==> src/rtl/riscv_pkg.sv <==
// Shared core definitions: data width, reset PC, NOP encoding and the fetch-queue entry.
package riscv_pkg;

  localparam int unsigned XLEN = 32;
  localparam logic [XLEN-1:0] RESET_PC  = 32'h0000_0000;
  localparam logic [XLEN-1:0] INSTR_NOP = 32'h0000_0013;

  typedef struct packed {
    logic [XLEN-1:0] pc;
    logic [XLEN-1:0] instr;
  } fetch_entry_t;

  function automatic logic [XLEN-1:0] word_align(input logic [XLEN-1:0] addr);
    return {addr[XLEN-1:2], 2'b00};
  endfunction

endpackage

==> src/rtl/sync_fifo.sv <==
// Fetch-entry FIFO with a registered head entry, flush and occupancy count.
module sync_fifo
  import riscv_pkg::*;
#(
  parameter int unsigned DEPTH = 4
) (
  input  logic                   clk,
  input  logic                   rst,
  input  logic                   flush,
  input  logic                   wr_en,
  input  fetch_entry_t           wr_data,
  input  logic                   rd_en,
  output fetch_entry_t           head,
  output logic                   head_valid,
  output logic [$clog2(DEPTH):0] count
);

  localparam int unsigned AW = $clog2(DEPTH);
  localparam int unsigned CW = AW + 1;

  fetch_entry_t  r_mem [DEPTH];
  logic [AW-1:0] r_rd_ptr;
  logic [AW-1:0] r_wr_ptr;
  logic [CW-1:0] r_count;
  fetch_entry_t  r_head;
  logic          r_head_valid;

  logic          w_rd;
  logic [AW-1:0] w_rd_ptr_nxt;
  logic [CW-1:0] w_count_left;
  logic [CW-1:0] w_count_nxt;

  // Entries remaining after this cycle's dequeue decide where the next head comes from.
  always_comb begin
    w_rd         = rd_en & r_head_valid;
    w_rd_ptr_nxt = r_rd_ptr + AW'(w_rd);
    w_count_left = r_count - CW'(w_rd);
    w_count_nxt  = w_count_left + CW'(wr_en);
  end

  always_ff @(posedge clk) begin
    if (!rst && !flush && wr_en) begin
      r_mem[r_wr_ptr] <= wr_data;
    end
  end

  always_ff @(posedge clk) begin
    if (rst) begin
      r_rd_ptr     <= '0;
      r_wr_ptr     <= '0;
      r_count      <= '0;
      r_head       <= '0;
      r_head_valid <= 1'b0;
    end else if (flush) begin
      r_rd_ptr     <= r_wr_ptr;
      r_count      <= '0;
      r_head_valid <= 1'b0;
    end else begin
      if (wr_en) begin
        r_wr_ptr <= r_wr_ptr + AW'(1);
      end
      r_rd_ptr     <= w_rd_ptr_nxt;
      r_count      <= w_count_nxt;
      r_head_valid <= (w_count_nxt != '0);
      // An empty queue takes the incoming word as head; otherwise head holds when drained.
      if (wr_en && (w_count_left == '0)) begin
        r_head <= wr_data;
      end else if (w_count_left != '0) begin
        r_head <= r_mem[w_rd_ptr_nxt];
      end
    end
  end

  assign head       = r_head;
  assign head_valid = r_head_valid;
  assign count      = r_count;

endmodule

==> src/rtl/instr_prefetch_queue.sv <==
// Instruction prefetch front end: owns the fetch PC, issues in-order word fetches,
// buffers responses with their PCs and drops stale responses after a redirect.
module instr_prefetch_queue
  import riscv_pkg::*;
#(
  parameter int unsigned     DEPTH    = 4,
  parameter logic [31:0]     RESET_PC = riscv_pkg::RESET_PC
) (
  input  logic        clk,
  input  logic        rst,
  output logic        mem_req,
  output logic [31:0] mem_addr,
  input  logic        mem_gnt,
  input  logic        mem_rvalid,
  input  logic [31:0] mem_rdata,
  input  logic        redirect,
  input  logic [31:0] redirect_pc,
  input  logic        halt,
  input  logic        stall,
  output logic        out_valid,
  output logic [31:0] out_pc,
  output logic [31:0] out_instr
);

  localparam int unsigned CW = $clog2(DEPTH) + 1;
  localparam int unsigned OW = CW + 1;

  logic [XLEN-1:0] r_fetch_pc;
  logic [XLEN-1:0] r_resp_pc;
  logic [CW-1:0]   r_inflight;
  logic [CW-1:0]   r_drop_cnt;

  logic [CW-1:0]   w_fifo_count;
  logic [CW-1:0]   w_inflight_nxt;
  logic [OW-1:0]   w_occupancy;
  logic            w_gnt;
  logic            w_dropping;
  logic            w_accept;
  logic            w_deq;
  fetch_entry_t    w_wr_entry;
  fetch_entry_t    w_head;
  logic            w_head_valid;

  // Issue only while every outstanding fetch is guaranteed a queue slot.
  always_comb begin
    w_occupancy    = OW'(w_fifo_count) + OW'(r_inflight);
    mem_req        = !rst && !halt && !redirect && (w_occupancy < OW'(DEPTH));
    mem_addr       = word_align(r_fetch_pc);
    w_gnt          = mem_req && mem_gnt;
    w_inflight_nxt = r_inflight + CW'(w_gnt) - CW'(mem_rvalid);
    w_dropping     = (r_drop_cnt != '0);
    w_accept       = mem_rvalid && !w_dropping && !redirect;
    w_deq          = w_head_valid && !stall && !redirect;
    w_wr_entry     = fetch_entry_t'{pc: r_resp_pc, instr: mem_rdata};
  end

  // Redirect turns every response still owed by memory into one to discard.
  always_ff @(posedge clk) begin
    if (rst) begin
      r_fetch_pc <= word_align(RESET_PC);
      r_resp_pc  <= word_align(RESET_PC);
      r_inflight <= '0;
      r_drop_cnt <= '0;
    end else if (redirect) begin
      r_fetch_pc <= word_align(redirect_pc);
      r_resp_pc  <= word_align(redirect_pc);
      r_inflight <= w_inflight_nxt;
      r_drop_cnt <= w_inflight_nxt;
    end else begin
      if (w_gnt) begin
        r_fetch_pc <= r_fetch_pc + XLEN'(4);
      end
      if (w_accept) begin
        r_resp_pc <= r_resp_pc + XLEN'(4);
      end
      r_inflight <= w_inflight_nxt;
      if (mem_rvalid && w_dropping) begin
        r_drop_cnt <= r_drop_cnt - CW'(1);
      end
    end
  end

  sync_fifo #(
    .DEPTH(DEPTH)
  ) u_fifo (
    .clk       (clk),
    .rst       (rst),
    .flush     (redirect),
    .wr_en     (w_accept),
    .wr_data   (w_wr_entry),
    .rd_en     (w_deq),
    .head      (w_head),
    .head_valid(w_head_valid),
    .count     (w_fifo_count)
  );

  assign out_valid = w_head_valid;
  assign out_pc    = w_head.pc;
  assign out_instr = w_head.instr;

endmodule

==> config.mk <==
export PLATFORM = sky130hd
export DESIGN_NAME = instr_prefetch_queue
export DESIGN_NICKNAME = d
export VERILOG_FILES = /design/src/rtl/riscv_pkg.sv /design/src/rtl/sync_fifo.sv /design/src/rtl/instr_prefetch_queue.sv
export SDC_FILE = /design/constraint.sdc
export NUM_CORES = 1
export LEC_CHECK = 0
export ABC_AREA = 1
export BUFFER_PORTS_ARGS = -buffer_cell sky130_fd_sc_hd__buf_4
export CAP_MARGIN = 25
export CORE_MARGIN = 10
export CORE_UTILIZATION = 54
export CTS_CLUSTER_DIAMETER = 40
export DETAILED_ROUTE_END_ITERATION = 7
export PLACE_DENSITY = 0.77
export SLEW_MARGIN = 10
export SYNTH_ARGS = -nofsm -noshare
export SYNTH_HDL_FRONTEND = slang
export SYNTH_SLANG_ARGS = --single-unit
==> constraint.sdc <==
create_clock -name clk -period 4.15 [get_ports clk]
set_clock_uncertainty 0.1 [all_clocks]
set_input_delay 0.415 -clock clk [delete_from_list [all_inputs] [get_ports clk]]
set_output_delay 0.415 -clock clk [all_outputs]
set_load 0.05 [all_outputs]
# == Yosys cells after proc, flatten, opt, wreduce, memory -nomap -nowiden ==
# Memory sizes are Yosys's and may differ from the RTL's.
# Cells that the tools add are included.
# totals
register_bits,142
mem_bits_rw,256
inputBits,71
out_inout_bits,98
elab_cells,65
n_memories,1
# classes
addsub,10
order_cmp,1
muxes,11
n_bitwise,2
reduce_logical,28
# mem_list
name,depth,word_bits,read_ports,rd_ports_with_merged_regs,wr,line_no,text
u_fifo.r_mem,4,64,1,0,1,sync_fifo.sv:21,fetch_entry_t r_mem [DEPTH];
# op_table
op,count
two-way mux 32 bit,4
two-way mux 64 bit,2
"adder 32 x 3 -> 32 bit, second input constant",2
logical AND 1 bit,12
nonzero test 3 bit,3
nonzero test 2 bit,4
adder 3 x 1 -> 3 bit,2
two-way mux 3 bit,2
subtractor 3 x 1 -> 3 bit,2
zero test 1 bit,5
adder 3 x 3 -> 4 bit,1
"less-than comparator 4 x 3 -> 1 bit, second input constant",1
AND reduction 2 bit,2
zero test 3 bit,1
"subtractor 3 x 1 -> 3 bit, second input constant",1
adder 2 x 1 -> 2 bit,1
"adder 2 x 1 -> 2 bit, second input constant",1
two-way mux 1 bit,2
two-way mux 2 bit,1
OR reduction 2 bit,1
AND 1 bit,1
inverter 1 bit,1

# == Longest topological paths before layout ==
# depth
depth_word,9
depth_mapped,19
mapped_depth_nobuf,16

# == Cells and area by module ==
# Synthesis repeated with hierarchy kept, for this count alone.
# hier_totals
hier_cells,2298
hier_area_um2,18804.3
# by_module_without_submodules
module,instances,cells_per_inst,area_per_inst_um2,seq_area_each_um2
sync_fifo,1,1567,14325.0,9128.8
instr_prefetch_queue,1,731,4479.3,1321.3

# == Worst setup path after synthesis ==
# Ideal clock, no wire load.
# synth_path
path_type,input -> register
from,input port rst
to,"memory u_fifo.r_mem[0][0] in the netlist's numbering, enable pin"
setup_time_ns,0.482
arrival_time_ns,3.720
required_time_ns,3.568
slack_ns,-0.153
path_stages,6
path_buffers,1
path_cell_list,buf_2 -> nor2_8 -> inv_1 -> nor2_1 -> inv_1 -> nor2_1
# synth_via
elab_chain_cells,5
# synth_rtl
item,line_no,text
"start, declared",instr_prefetch_queue.sv:10,"input logic rst,"
zero test 1 bit,sync_fifo.sv:42,if (!rst && !flush && wr_en) begin
logical AND 1 bit (2 in series),sync_fifo.sv:42,
two-way mux 1 bit,sync_fifo.sv:42,
two-way mux 1 bit (implied by the code),sync_fifo.sv:43,r_mem[r_wr_ptr] <= wr_data;
"end, declared",sync_fifo.sv:21,
# Every way passes these cells.

# == Worst setup path in the final report ==
# layout_path
from,register u_fifo.r_count[2] (netlist: u_fifo.count[2])
to,register r_drop_cnt[2]
# layout_via
elab_chain_cells,7
# layout_rtl
item,line_no,text
"start, declared",sync_fifo.sv:24,logic [CW-1:0] r_count;
"start signal, assigned",sync_fifo.sv:63,r_count <= w_count_nxt;
adder 3 x 3 -> 4 bit,instr_prefetch_queue.sv:46,w_occupancy = OW'(w_fifo_count) + OW'(r_inflight);
less-than comparator 4 x 3 -> 1 bit,instr_prefetch_queue.sv:47,mem_req = !rst && !halt && !redirect && (w_occupancy < OW'(DEPTH));
logical AND 1 bit,instr_prefetch_queue.sv:47,
logical AND 1 bit,instr_prefetch_queue.sv:49,w_gnt = mem_req && mem_gnt;
adder 3 x 1 -> 3 bit,instr_prefetch_queue.sv:50,w_inflight_nxt = r_inflight + CW'(w_gnt) - CW'(mem_rvalid);
subtractor 3 x 1 -> 3 bit,instr_prefetch_queue.sv:50,
two-way mux 3 bit,instr_prefetch_queue.sv:64,end else if (redirect) begin
"end signal, assigned",instr_prefetch_queue.sv:68,r_drop_cnt <= w_inflight_nxt;
"end signal, assigned",instr_prefetch_queue.sv:78,r_drop_cnt <= r_drop_cnt - CW'(1);
"end, declared",instr_prefetch_queue.sv:31,logic [CW-1:0] r_drop_cnt;
# Every way passes these cells.
# A chain may end at the register's enable or synchronous reset.

==> impl_metrics.tcl <==
set metrics [dict create \
    irDropWorstVdd_uv 339 \
    layout-drive-gt1-share_pct 14.0 \
    post_synth_and_or_nand_nor_area_fraction_pct 23.9 \
    layout.filler_cells 2450 \
    clock-root-buffer "sky130_fd_sc_hd__clkbuf_16" \
    yosys_register_bits 384 \
    combinationalPowerShare_pct 15.9 \
    setup_viol 0 \
    synth_top_family_by_area "simple AND/OR/NAND/NOR gates" \
    clock_tree.htree_level_count 2 \
    finalNetCount 2238 \
    fmax_ghz 0.341 \
    clk_network_pwr_share_pct 41.4 \
    cts_resized 0 \
    swShare_pct 28.7 \
    layout-area-overhead-vs-synth_pct 21.0 \
    yosysSeqAreaShare_pct 58.7 \
    synth-async-reset-ratio_pct 0 \
    synth-edff-count 248 \
    grt_first_pass_wirelength_mm 73.5 \
    port_buffers 162 \
    critical_path_required_ns 4.54 \
    dr_total_vias 14239 \
    drt-initial-drc-count 1258 \
    gr-usage-all-layers_pct 23.3 \
    cts-buffers-inserted 49 \
    count_of_maximum_capacitance_violations 0 \
    p_switching_uw 2980 \
    seq_power_share_pct 42.7 \
    clk_latency_ns 0.57 \
    tritoncts_num_sinks 384 \
    placeable_core_region_sq_um 31600 \
    global_route.overflow_total 0 \
    yosysWarnings 0 \
    tightest_slew_ns 0.903 \
    wirelength_mm 46.6 \
    worstPathMaxFanout 10 \
    synth-compound-area-share_pct 8.12 \
    timing.setup.critical_path_class "flop to flop" \
    floorplan.initialDensity_pct 54.7 \
    outcome "complete, no violations" \
    hpwlAfterDp_mm 28.7 \
    final_critical_path_setup_slack_ns 1.22 \
    final-seq-area_sq_um 10200 \
    start_kind "flop" \
    most_common_cell_after_layout_fill_and_taps_aside "sky130_fd_sc_hd__nor2_1" \
    synth_fa_ha_area_share_pct 1.34 \
    final.hold.worst_slack_ns 0.0832 \
    setup.worst_path.end_class "flop" \
    cp_top_family "adder cells" \
    synthesis.area_per_instance_sq_um 8.79 \
    dp_worst_setup_slack_ns 0.744 \
    ioPinCount 169 \
    cp_cell_sequence "ha_1 > nor2_1 > nand2_1 > nor2_4 > nand2_4 > ha_1 > inv_1 > ha_1 > fa_1 > xnor2_1 > xor2_1 > inv_1 > o21ai_0 > nand3_1 > nand2_1" \
    cp_slowest_stage_delay_ns 0.38 \
    post-cts-setup-buffer-count 0 \
    total_leakage_power_uw 0.00867 \
    maxSlewHeadroom_pct 39.8 \
    tritoncts_clock_tree "done" \
    antenna_violating_nets_left 0 \
    route.detailed.wl_per_inst_microns 18.0 \
    fin_crit_ns 2.93 \
    synth_mux_area_share_pct 0 \
    dieWidth_microns 199 \
    timing_max_transition_violations_final 0 \
    synth_top_flop_cell "sky130_fd_sc_hd__edfxtp_1" \
    largest_net_degree_at_the_start_of_global_routing 79 \
    post_synth_xor_area_fraction_pct 1.11 \
    critical-path-top-cell-by-count "sky130_fd_sc_hd__ha_1" \
    dr.pass1.iters 5 \
    cpMaxStageDelayCell "sky130_fd_sc_hd__fa_1" \
    synthesis.area_sq_um 17300 \
    timing.reg2reg.setup_slack_ns 1.22 \
    grt_antenna_before_repair 0 \
    multi_input_comb_area_sq_um 6040 \
    power_report.internal_total_uw 7380 \
    num_antenna_cells 0 \
    hp-class "input pin to flop" \
    die_area_sq_um 39600 \
    routed_via_density 5.49 \
    finalCritPeriodShare_pct 70.7 \
    rsz0062_at_grt "no" \
    mostFrequentLayoutCells "454 x sky130_fd_sc_hd__nor2_1, 334 x sky130_fd_sc_hd__nand2_1, 248 x sky130_fd_sc_hd__edfxtp_1" \
    route.detailed.drc 0 \
    std_cell_rows 65 \
    crit_buf_inv 2 \
    clk_path_buf_depth 3 \
    count_of_cell_types_in_the_netlist 45 \
    hold_violations 0 \
    cts.clk_slew.worst_paths_ns 0.06 \
    wp_data_arrival_ns 3.33 \
    power.density_nw_per_um2 494 \
    gp_routability_congestion 0.923 \
    netlist_instances 1971 \
    first_global_vias 14017 \
    die-height_microns 199 \
    utilization_pct 66.2 \
]
==> state kept, by name, summed over array words and instances, names as in the netlist <==
signal and count:
r_drop_cnt 3, r_fetch_pc 30, r_inflight 3, r_resp_pc 30
u_fifo.count 3, u_fifo.head 62, u_fifo.head_valid 1, u_fifo.r_mem 248
u_fifo.r_rd_ptr 2, u_fifo.r_wr_ptr 2
==> cell type report <==
cell class	count	area share, %
clock inverters	31	1.75
repair buffers	220	8.75
well taps	402	2.40
multi-input cells	1306	28.8
flip-flops and latches	384	48.5
clock buffers	61	6.31
inverters	188	3.41
==> worst reg2reg max path, cell delays in order, from the launching register on <==
cell	delay [ns]
sky130_fd_sc_hd__dfxtp_1	0.37
sky130_fd_sc_hd__ha_1	0.24
sky130_fd_sc_hd__nor2_1	0.09
sky130_fd_sc_hd__nand2_1	0.10
sky130_fd_sc_hd__nor2_4	0.15
sky130_fd_sc_hd__nand2_4	0.16
sky130_fd_sc_hd__ha_1	0.32
sky130_fd_sc_hd__inv_1	0.04
sky130_fd_sc_hd__ha_1	0.18
sky130_fd_sc_hd__fa_1	0.38
sky130_fd_sc_hd__xnor2_1	0.19
sky130_fd_sc_hd__xor2_1	0.18
sky130_fd_sc_hd__inv_1	0.07
sky130_fd_sc_hd__o21ai_0	0.15
sky130_fd_sc_hd__nand3_1	0.08
sky130_fd_sc_hd__nand2_1	0.09
==> through the flow <==
stage / setup TNS [ns] / area (sq um) / cells / power [uW]
after CTS: 0 / 21000 / 2592 / 10400
after global placement: 0 / 18900 / 2467 / 6060
after detailed placement: 0 / 18900 / 2467 / 6100
final: 0 / 21000 / 2592 / 10400
after floorplan: -37.84 / 17300 / 1974 / 5570
after global routing: 0 / 21000 / 2592 / 10700
==> Yosys cell counts (6+ instances only) <==
| cell | instances | share of area [%] |
|---|---|---|
| sky130_fd_sc_hd__nor2_1 | 458 | 9.9 |
| sky130_fd_sc_hd__nand2_1 | 334 | 7.2 |
| sky130_fd_sc_hd__edfxtp_1 | 248 | 43 |
| sky130_fd_sc_hd__inv_1 | 179 | 3.9 |
| sky130_fd_sc_hd__nand3_1 | 167 | 4.8 |
| sky130_fd_sc_hd__o21ai_0 | 165 | 4.8 |
| sky130_fd_sc_hd__dfxtp_1 | 136 | 16 |
| sky130_fd_sc_hd__a21oi_1 | 51 | 1.5 |
| sky130_fd_sc_hd__clkbuf_1 | 44 | 0.95 |
| sky130_fd_sc_hd__buf_2 | 34 | 0.98 |
| sky130_fd_sc_hd__ha_1 | 17 | 1.2 |
| sky130_fd_sc_hd__o211ai_1 | 16 | 0.69 |
| sky130_fd_sc_hd__a31oi_1 | 15 | 0.54 |
| sky130_fd_sc_hd__xor2_1 | 14 | 0.71 |
| sky130_fd_sc_hd__inv_2 | 8 | 0.17 |
| sky130_fd_sc_hd__nand4_1 | 8 | 0.29 |
| sky130_fd_sc_hd__buf_1 | 6 | 0.13 |
| sky130_fd_sc_hd__buf_4 | 6 | 0.26 |
| sky130_fd_sc_hd__nor2_2 | 6 | 0.22 |
| sky130_fd_sc_hd__xnor2_1 | 6 | 0.30 |
==> power by group through the flow <==
stage               logic [uW]  clock network (uW)  registers, uW
finish                    1640                4290           4420
global route              1800                4490           4440
CTS                       1650                4330           4410
detailed placement        1610                   0           4490
global placement          1570                   0           4480
floorplan                  751                   0           4820
==> worst paths after layout <==
check	start	end	cells past startpoint
worst min-delay path	redirect_pc[20]	r_fetch_pc[20]	3
worst max-delay path	u_fifo.count[2]	r_drop_cnt[2]	15
worst max register to register	u_fifo.count[2]	r_drop_cnt[2]	15
worst min register to register	r_drop_cnt[2]	r_drop_cnt[2]	2
==> cells by family (layout without fill, tap and decap cells) <==
group,count (synthesis),count (layout)
compound gates,261,261
xor+xnor,21,21
fa+ha+maj,18,18
buf+inv,284,500
flops,384,384
other cells,1,4
simple gates,1002,1002
==> layer usage <==
metal | track usage (%) | up-vias | routed length [microns]
li1 | - | 6832 | -
met2 | 38.9 | 591 | 22200
met5 | 0 | - | 0
met1 | 30.0 | 6720 | 19400
met4 | 7.37 | 0 | 1080
met3 | 4.29 | 96 | 3930
==> repair_timing <==
item                                    CTS  global route
hold buffers                             33             0
endpoints found under the setup margin    0             0
hold endpoints to repair                129             0
Note: power is estimated with default switching activity, not from simulation.
